### src/rtl/alu_mdu_seq.sv
// alu_mdu_seq: single-issue execute unit with 1-cycle ALU ops and iterative RV-M multiply/divide.
// One op in flight at a time; results are held in a registered output slot until taken.
module alu_mdu_seq #(
  parameter int WIDTH      = 32,
  parameter int MUL_UNROLL = 4
) (
  input  logic             clk,
  input  logic             rst,
  input  logic             FLUSH_i,
  input  logic             IN_VALID_i,
  output logic             IN_READY_o,
  input  logic [4:0]       OP_i,
  input  logic [WIDTH-1:0] RS1_i,
  input  logic [WIDTH-1:0] RS2_i,
  output logic             OUT_VALID_o,
  input  logic             OUT_READY_i,
  output logic [WIDTH-1:0] RD_o,
  output logic             ZERO_o
);
  localparam int SH_W      = $clog2(WIDTH);
  localparam int CNT_W     = SH_W + 1;
  localparam int MUL_STEPS = WIDTH / MUL_UNROLL;
  localparam logic [CNT_W-1:0] MUL_LAST = CNT_W'(MUL_STEPS - 1);
  localparam logic [CNT_W-1:0] DIV_LAST = CNT_W'(WIDTH - 1);
  localparam logic [WIDTH-1:0] MIN_VAL  = {1'b1, {(WIDTH-1){1'b0}}};

  typedef enum logic [1:0] {S_IDLE, S_BUSY, S_DONE} state_t;

  state_t               state_reg, state_next;
  logic [2:0]           op_reg, op_next;
  logic [2*WIDTH-1:0]   work_reg, work_next;
  logic [WIDTH-1:0]     opb_reg, opb_next;
  logic                 neg_reg, neg_next;
  logic [CNT_W-1:0]     count_reg, count_next;
  logic [WIDTH-1:0]     rd_reg, rd_next;
  logic                 zero_reg, zero_next;
  logic                 out_valid_reg, out_valid_next;

  // ---------------- single-cycle ALU ----------------
  logic [SH_W-1:0]  shamt;
  logic [WIDTH-1:0] alu_res;

  assign shamt = RS2_i[SH_W-1:0];

  always_comb begin
    alu_res = RS1_i;
    case (OP_i[3:0])
      4'b0000: alu_res = RS1_i & RS2_i;
      4'b0001: alu_res = RS1_i | RS2_i;
      4'b0010: alu_res = RS1_i + RS2_i;
      4'b0011: alu_res = {{(WIDTH-1){1'b0}}, RS1_i == RS2_i};
      4'b0100: alu_res = RS1_i << shamt;
      4'b0101: alu_res = RS1_i >> shamt;
      4'b0111: alu_res = $signed(RS1_i) >>> shamt;
      4'b1000: alu_res = RS1_i ^ RS2_i;
      4'b1001: alu_res = ~(RS1_i | RS2_i);
      4'b1010: alu_res = RS1_i - RS2_i;
      4'b1100: alu_res = {{(WIDTH-1){1'b0}}, $signed(RS1_i) >= $signed(RS2_i)};
      4'b1101: alu_res = {{(WIDTH-1){1'b0}}, RS1_i >= RS2_i};
      4'b1110: alu_res = {{(WIDTH-1){1'b0}}, $signed(RS1_i) < $signed(RS2_i)};
      4'b1111: alu_res = {{(WIDTH-1){1'b0}}, RS1_i < RS2_i};
      default: alu_res = RS1_i;
    endcase
  end

  // ---------------- M-op operand preparation ----------------
  // The iterative datapaths work on magnitudes; the sign is reapplied on the final step.
  logic             a_signed, b_signed, a_neg, b_neg, div_by_zero, div_ovf;
  logic [WIDTH-1:0] a_mag, b_mag;

  assign a_signed    = OP_i[2] ? !OP_i[0] : (OP_i[1:0] == 2'b01 || OP_i[1:0] == 2'b10);
  assign b_signed    = OP_i[2] ? !OP_i[0] : (OP_i[1:0] == 2'b01);
  assign a_neg       = a_signed & RS1_i[WIDTH-1];
  assign b_neg       = b_signed & RS2_i[WIDTH-1];
  assign a_mag       = a_neg ? -RS1_i : RS1_i;
  assign b_mag       = b_neg ? -RS2_i : RS2_i;
  assign div_by_zero = (RS2_i == '0);
  assign div_ovf     = !OP_i[0] && (RS1_i == MIN_VAL) && (RS2_i == '1);

  // ---------------- multiply step: MUL_UNROLL shift-add bits per cycle ----------------
  // work_reg = {partial high, remaining multiplier}; each bit adds the multiplicand then shifts right.
  logic [2*WIDTH-1:0] mul_step;
  logic [WIDTH:0]     part_sum;

  always_comb begin
    mul_step = work_reg;
    part_sum = '0;
    for (int i = 0; i < MUL_UNROLL; i++) begin
      part_sum = {1'b0, mul_step[2*WIDTH-1:WIDTH]} + (mul_step[0] ? {1'b0, opb_reg} : '0);
      mul_step = {part_sum, mul_step[WIDTH-1:1]};
    end
  end

  // ---------------- restoring divide step: work_reg = {remainder, quotient} ----------------
  logic [WIDTH:0]       div_trial;
  logic [2*WIDTH-1:0]   div_step;

  assign div_trial = {work_reg[2*WIDTH-1:WIDTH], work_reg[WIDTH-1]} - {1'b0, opb_reg};
  assign div_step  = div_trial[WIDTH]
                   ? {work_reg[2*WIDTH-2:0], 1'b0}
                   : {div_trial[WIDTH-1:0], work_reg[WIDTH-2:0], 1'b1};

  logic [2*WIDTH-1:0] mul_fix;
  logic [WIDTH-1:0]   div_pick, div_fix;

  assign mul_fix  = neg_reg ? -mul_step : mul_step;
  assign div_pick = op_reg[1] ? div_step[2*WIDTH-1:WIDTH] : div_step[WIDTH-1:0];
  assign div_fix  = neg_reg ? -div_pick : div_pick;

  // ---------------- control ----------------
  logic             finish, no_zero;
  logic [WIDTH-1:0] result;

  always_comb begin
    state_next     = state_reg;
    op_next        = op_reg;
    work_next      = work_reg;
    opb_next       = opb_reg;
    neg_next       = neg_reg;
    count_next     = count_reg;
    rd_next        = rd_reg;
    zero_next      = zero_reg;
    out_valid_next = out_valid_reg;
    finish         = 1'b0;
    no_zero        = 1'b0;
    result         = '0;

    case (state_reg)
      S_IDLE: begin
        if (IN_VALID_i) begin
          op_next = OP_i[2:0];
          if (!OP_i[4]) begin
            finish  = 1'b1;
            result  = alu_res;
            no_zero = (OP_i[3:2] == 2'b01);
          end else if (OP_i[2] && div_by_zero) begin
            finish = 1'b1;
            result = OP_i[1] ? RS1_i : '1;
          end else if (OP_i[2] && div_ovf) begin
            finish = 1'b1;
            result = OP_i[1] ? '0 : MIN_VAL;
          end else begin
            state_next = S_BUSY;
            count_next = '0;
            neg_next   = (OP_i[2] && OP_i[1]) ? a_neg : (a_neg ^ b_neg);
            work_next  = {{WIDTH{1'b0}}, OP_i[2] ? a_mag : b_mag};
            opb_next   = OP_i[2] ? b_mag : a_mag;
          end
        end
      end
      S_BUSY: begin
        work_next  = op_reg[2] ? div_step : mul_step;
        count_next = count_reg + 1'b1;
        if (count_reg == (op_reg[2] ? DIV_LAST : MUL_LAST)) begin
          finish = 1'b1;
          if (op_reg[2])
            result = div_fix;
          else if (op_reg[1:0] == 2'b00)
            result = mul_fix[WIDTH-1:0];
          else
            result = mul_fix[2*WIDTH-1:WIDTH];
        end
      end
      S_DONE: begin
        if (OUT_READY_i) begin
          state_next     = S_IDLE;
          out_valid_next = 1'b0;
        end
      end
      default: state_next = S_IDLE;
    endcase

    if (finish) begin
      state_next     = S_DONE;
      rd_next        = result;
      zero_next      = (result == '0) && !no_zero;
      out_valid_next = 1'b1;
    end

    // Flush beats everything, including an accept in the same cycle.
    if (FLUSH_i) begin
      state_next     = S_IDLE;
      out_valid_next = 1'b0;
      rd_next        = rd_reg;
      zero_next      = zero_reg;
    end
  end

  always_ff @(posedge clk or posedge rst) begin
    if (rst) begin
      state_reg     <= S_IDLE;
      op_reg        <= '0;
      work_reg      <= '0;
      opb_reg       <= '0;
      neg_reg       <= 1'b0;
      count_reg     <= '0;
      rd_reg        <= '0;
      zero_reg      <= 1'b0;
      out_valid_reg <= 1'b0;
    end else begin
      state_reg     <= state_next;
      op_reg        <= op_next;
      work_reg      <= work_next;
      opb_reg       <= opb_next;
      neg_reg       <= neg_next;
      count_reg     <= count_next;
      rd_reg        <= rd_next;
      zero_reg      <= zero_next;
      out_valid_reg <= out_valid_next;
    end
  end

  assign IN_READY_o  = (state_reg == S_IDLE) && !rst;
  assign OUT_VALID_o = out_valid_reg;
  assign RD_o        = rd_reg;
  assign ZERO_o      = zero_reg;
endmodule

### config.mk
export PLATFORM = sky130hd
export DESIGN_NAME = alu_mdu_seq
export DESIGN_NICKNAME = d
export VERILOG_FILES = /design/src/rtl/alu_mdu_seq.sv
export SDC_FILE = /design/constraint.sdc
export NUM_CORES = 2
export LEC_CHECK = 0
export ABC_AREA = 1
export BUFFER_PORTS_ARGS = -buffer_cell sky130_fd_sc_hd__buf_2
export CAP_MARGIN = 20
export CORE_MARGIN = 8
export CORE_UTILIZATION = 35
export CTS_CLUSTER_DIAMETER = 80
export DETAILED_ROUTE_END_ITERATION = 6
export SETUP_SLACK_MARGIN = 0.1
export SYNTH_ARGS = -nofsm -noshare
export SYNTH_HDL_FRONTEND = slang
export SYNTH_SLANG_ARGS = --single-unit
### constraint.sdc
create_clock -name clk -period 7.8 [get_ports clk]
set_clock_uncertainty 0.1 [all_clocks]
set_input_delay 0 -clock clk [delete_from_list [all_inputs] [get_ports clk]]
set_output_delay 0 -clock clk [all_outputs]
set_load 0.03 [all_outputs]
==> results.sh <==
export IMPL_layout_cells_most_common="sky130_fd_sc_hd__nand2_1"
export IMPL_clock_tree_root_cell="sky130_fd_sc_hd__clkbuf_16"
export IMPL_layout_cells_most_common_list="sky130_fd_sc_hd__nand2_1 (1660), sky130_fd_sc_hd__inv_1 (782), sky130_fd_sc_hd__buf_4 (568), sky130_fd_sc_hd__nor2_1 (525), sky130_fd_sc_hd__o21ai_0 (461)"
export IMPL_rrSetupSlack_ns=0.02
export IMPL_layout_setup_ws_ns=0.0163
export IMPL_dr_max_layer_used="met5"
export IMPL_fp_dieArea_um2=104000
export IMPL_synth_net_count=6323
export IMPL_area_growth_pct=24.7
export IMPL_final_period_demand_of_the_worst_path_ns=7.78
export IMPL_max_clock_path_buffers=2
export IMPL_min_path_cells=6
export IMPL_worst_path_buf_inv=9
export IMPL_netlist_top_cell_by_area="sky130_fd_sc_hd__nand2_1"
export IMPL_setup_violations=0
export IMPL_met3WireLength_mm=15.6
export IMPL_path_max_fanout=28
export IMPL_reg2regPathDepth=56
export IMPL_final_hold_viol_count=0
export IMPL_timing_rr_end="ZERO_o$_DFFE_PP0P_"
export IMPL_grt_max_degree=99
export IMPL_detail_route_vias_per_cell=5.73
export IMPL_synth_seq_cells=142
export IMPL_slowest_delay_ns=0.44
export IMPL_met1Wirelength_mm=69.7
export IMPL_die_height_um=322
export IMPL_dr_total_vias=44300
export IMPL_tightest_slew_ns=1.47
export IMPL_synth_top_flop_cell="sky130_fd_sc_hd__dfrtp_1"
export IMPL_post_route_drc_count=0
export IMPL_worst_hold_path_endpoint="work_reg[29]$_DFFE_PP0P_"
export IMPL_initial_utilization_pct=35.2
export IMPL_area_of_the_mapped_netlist_um2=32700
export IMPL_hold_path_startpoint="RS2_i[29]"
export IMPL_timing_critical_path_required_ns=8.06
export IMPL_detailed_placer_s_ending_hpwl_mm=153
export IMPL_std_cell_rows=112
export IMPL_timing_final_crit_share_pct=99.8
export IMPL_global_route_usage_total_pct=35.0
export IMPL_cts_bufs_inserted=17
export IMPL_run_status="finished clean"
export IMPL_synth_enable_flop_cells=0
export IMPL_critical_path_arrival_ns=8.04
export IMPL_dieWidth_um=322
export IMPL_antenna_violations_before_repair=12
export IMPL_synthesis_instances=5975
export IMPL_yosysSeqAreaShare_pct=10.9
export IMPL_i_o_pin_count=109
export IMPL_netlist_cell_type_count=65
export IMPL_grt_first_pass_wirelength_mm=273
export IMPL_drive_above_1_share_pct=17.7
export IMPL_synth_async_reset_ratio_pct=100
export IMPL_reg2reg_from="work_reg[0]$_DFFE_PP0P_"
export IMPL_largest_register_ff_count=64
export IMPL_drt_wirelength_per_cell_um=24.5
export IMPL_synth_area_leaders="sky130_fd_sc_hd__nand2_1 (20%), sky130_fd_sc_hd__dfrtp_1 (11%), sky130_fd_sc_hd__ha_1 (10%)"
export IMPL_clock_tree_htree_level_count=4
export IMPL_yosys_warnings=0
export IMPL_globalplace_congestion=1.11
export IMPL_rsz0062_at_grt="true"
export IMPL_fmax_mhz=128
export IMPL_met2_wl_mm=84.1
export IMPL_initialDrtViolationCount=5128
export IMPL_max_cap_violations=0
export IMPL_critical_path_class="flop to flop"
export IMPL_slew_limit_headroom_pct=1.94
export IMPL_final_fill_count=10300
export IMPL_clock_sinks=142
export IMPL_cp_start_kind="flop"
export IMPL_vias_in_the_first_global_route=41600
export IMPL_critical_path_slowest_cell="sky130_fd_sc_hd__dfrtp_2"
export IMPL_detailedRoute_firstPassIterationCount=7
export IMPL_clkTransAtPathRegs_ns=0.08
export IMPL_wire_length_reported_by_the_detailed_router_mm=190
export IMPL_final_ant_viol_nets=0
export IMPL_i_o_buffers=108
export IMPL_fp_coreArea_um2=93000
export IMPL_maxSlewViolCount=0
export IMPL_synth_top_area_share_pct=20.0
export IMPL_crit_path_frequent_cell="sky130_fd_sc_hd__nand2_1"
export IMPL_dp_worst_setup_slack_ns=-0.635
export IMPL_timing_hold_worst_class="input pin to flop"
export IMPL_final_nets=6810
export IMPL_worstSetupEndpointType="flop"
export IMPL_worst_path_top_cell_family_by_delay="simple AND/OR/NAND/NOR gates"
export IMPL_syn_mean_instance_area_um2=5.47
export IMPL_clk_latency_ns=0.47
export IMPL_tritoncts="done"
export IMPL_grt_overflow_total=0
[Yosys cell counts, drive strengths merged (8+ instances only)]
library cell / n
xnor2: 45
o221ai: 8
dfrtp: 142
nand4: 70
a21oi: 468
a211oi: 21
clkinv: 17
nand3b: 19
or2: 24
clkbuf: 184
o22ai: 60
nor3: 56
nand2: 1772
o21ai: 538
nor4: 25
inv: 806
a2111oi: 10
o21bai: 20
nand3: 372
buf: 54
o2111ai: 11
a221oi: 17
nor2: 582
o31ai: 16
ha: 267
o21a: 30
o211ai: 48
xor2: 154
mux2i: 9
a31oi: 77
[worst max-delay path by stage]
stage / from / to / slack (ns) / cells after the start
floorplan: work_reg[0]$_DFFE_PP0P_ / ZERO_o$_DFFE_PP0P_ / 0.27 / 54
global placement: work_reg[0]$_DFFE_PP0P_ / ZERO_o$_DFFE_PP0P_ / -0.62 / 60
detailed placement: work_reg[0]$_DFFE_PP0P_ / ZERO_o$_DFFE_PP0P_ / -0.64 / 57
CTS: work_reg[0]$_DFFE_PP0P_ / ZERO_o$_DFFE_PP0P_ / -0.03 / 58
global route: work_reg[0]$_DFFE_PP0P_ / ZERO_o$_DFFE_PP0P_ / -0.53 / 61
finish: work_reg[0]$_DFFE_PP0P_ / ZERO_o$_DFFE_PP0P_ / 0.02 / 56
[worst register-to-register path, delay by kind of cell, from the launching register on]
kind	cells	cell delay, ns
compound gates	15	1.96
xor+xnor	3	0.64
fa+ha+maj	4	1.30
buf+inv	9	1.23
flops	1	0.44
simple gates	25	2.00
[cells by family after synthesis]
logic type / synth area share [%]
simple gates: 37.0
compound gates: 23.5
flops: 10.9
xor+xnor: 5.33
fa+ha+maj: 10.6
mux: 0.275
buf+inv: 12.4
[area by class of cell]
type                            instances  area [µm²]  area share, %
Clock buffer                           17         425           1.04
Antenna cell                            7        17.5         0.0429
Timing Repair Buffer                  706        5140           12.6
Inverter                              823        3100           7.59
Tap cell                             1254        1570           3.84
Multi-Input combinational cell       4772       26800           65.7
Sequential cell                       142        3560           8.73
Clock inverter                         15         193          0.472
[metal layers]
| layer | global-route usage [%] | up-vias |
|---|---|---|
| li1 | - | 20600 |
| met1 | 40.2 | 20500 |
| met2 | 56.3 | 2440 |
| met3 | 5.92 | 693 |
| met4 | 30.1 | 6 |
| met5 | 0 | - |
[what timing repair did]
item	in CTS	in global routing
hold buffers	9	0
buffers inserted	19	37
hold endpoints to repair	105	0
endpoints found under the setup margin	19	30
gates resized for setup	149	307
pin swaps	81	194
[per-stage QoR]
step	hold slack [ns]	cells	instance area, µm²	util (%)	setup TNS (ns)
final	0.0348	7736	40800	43.9	0
after detailed placement	0.107	7631	37900	40.7	-5.83
after global routing	0.0484	7729	40800	43.8	-4.42
after CTS	0.00929	7691	39300	42.2	-0.0257
after global placement	0.102	7631	37900	40.7	-5.37
after floorplan	-0.0369	5975	32700	-	0
Power is left out: the tool's default activity adds up to more than one toggle a clock period on the data nets, which glitch-free logic cannot reach.
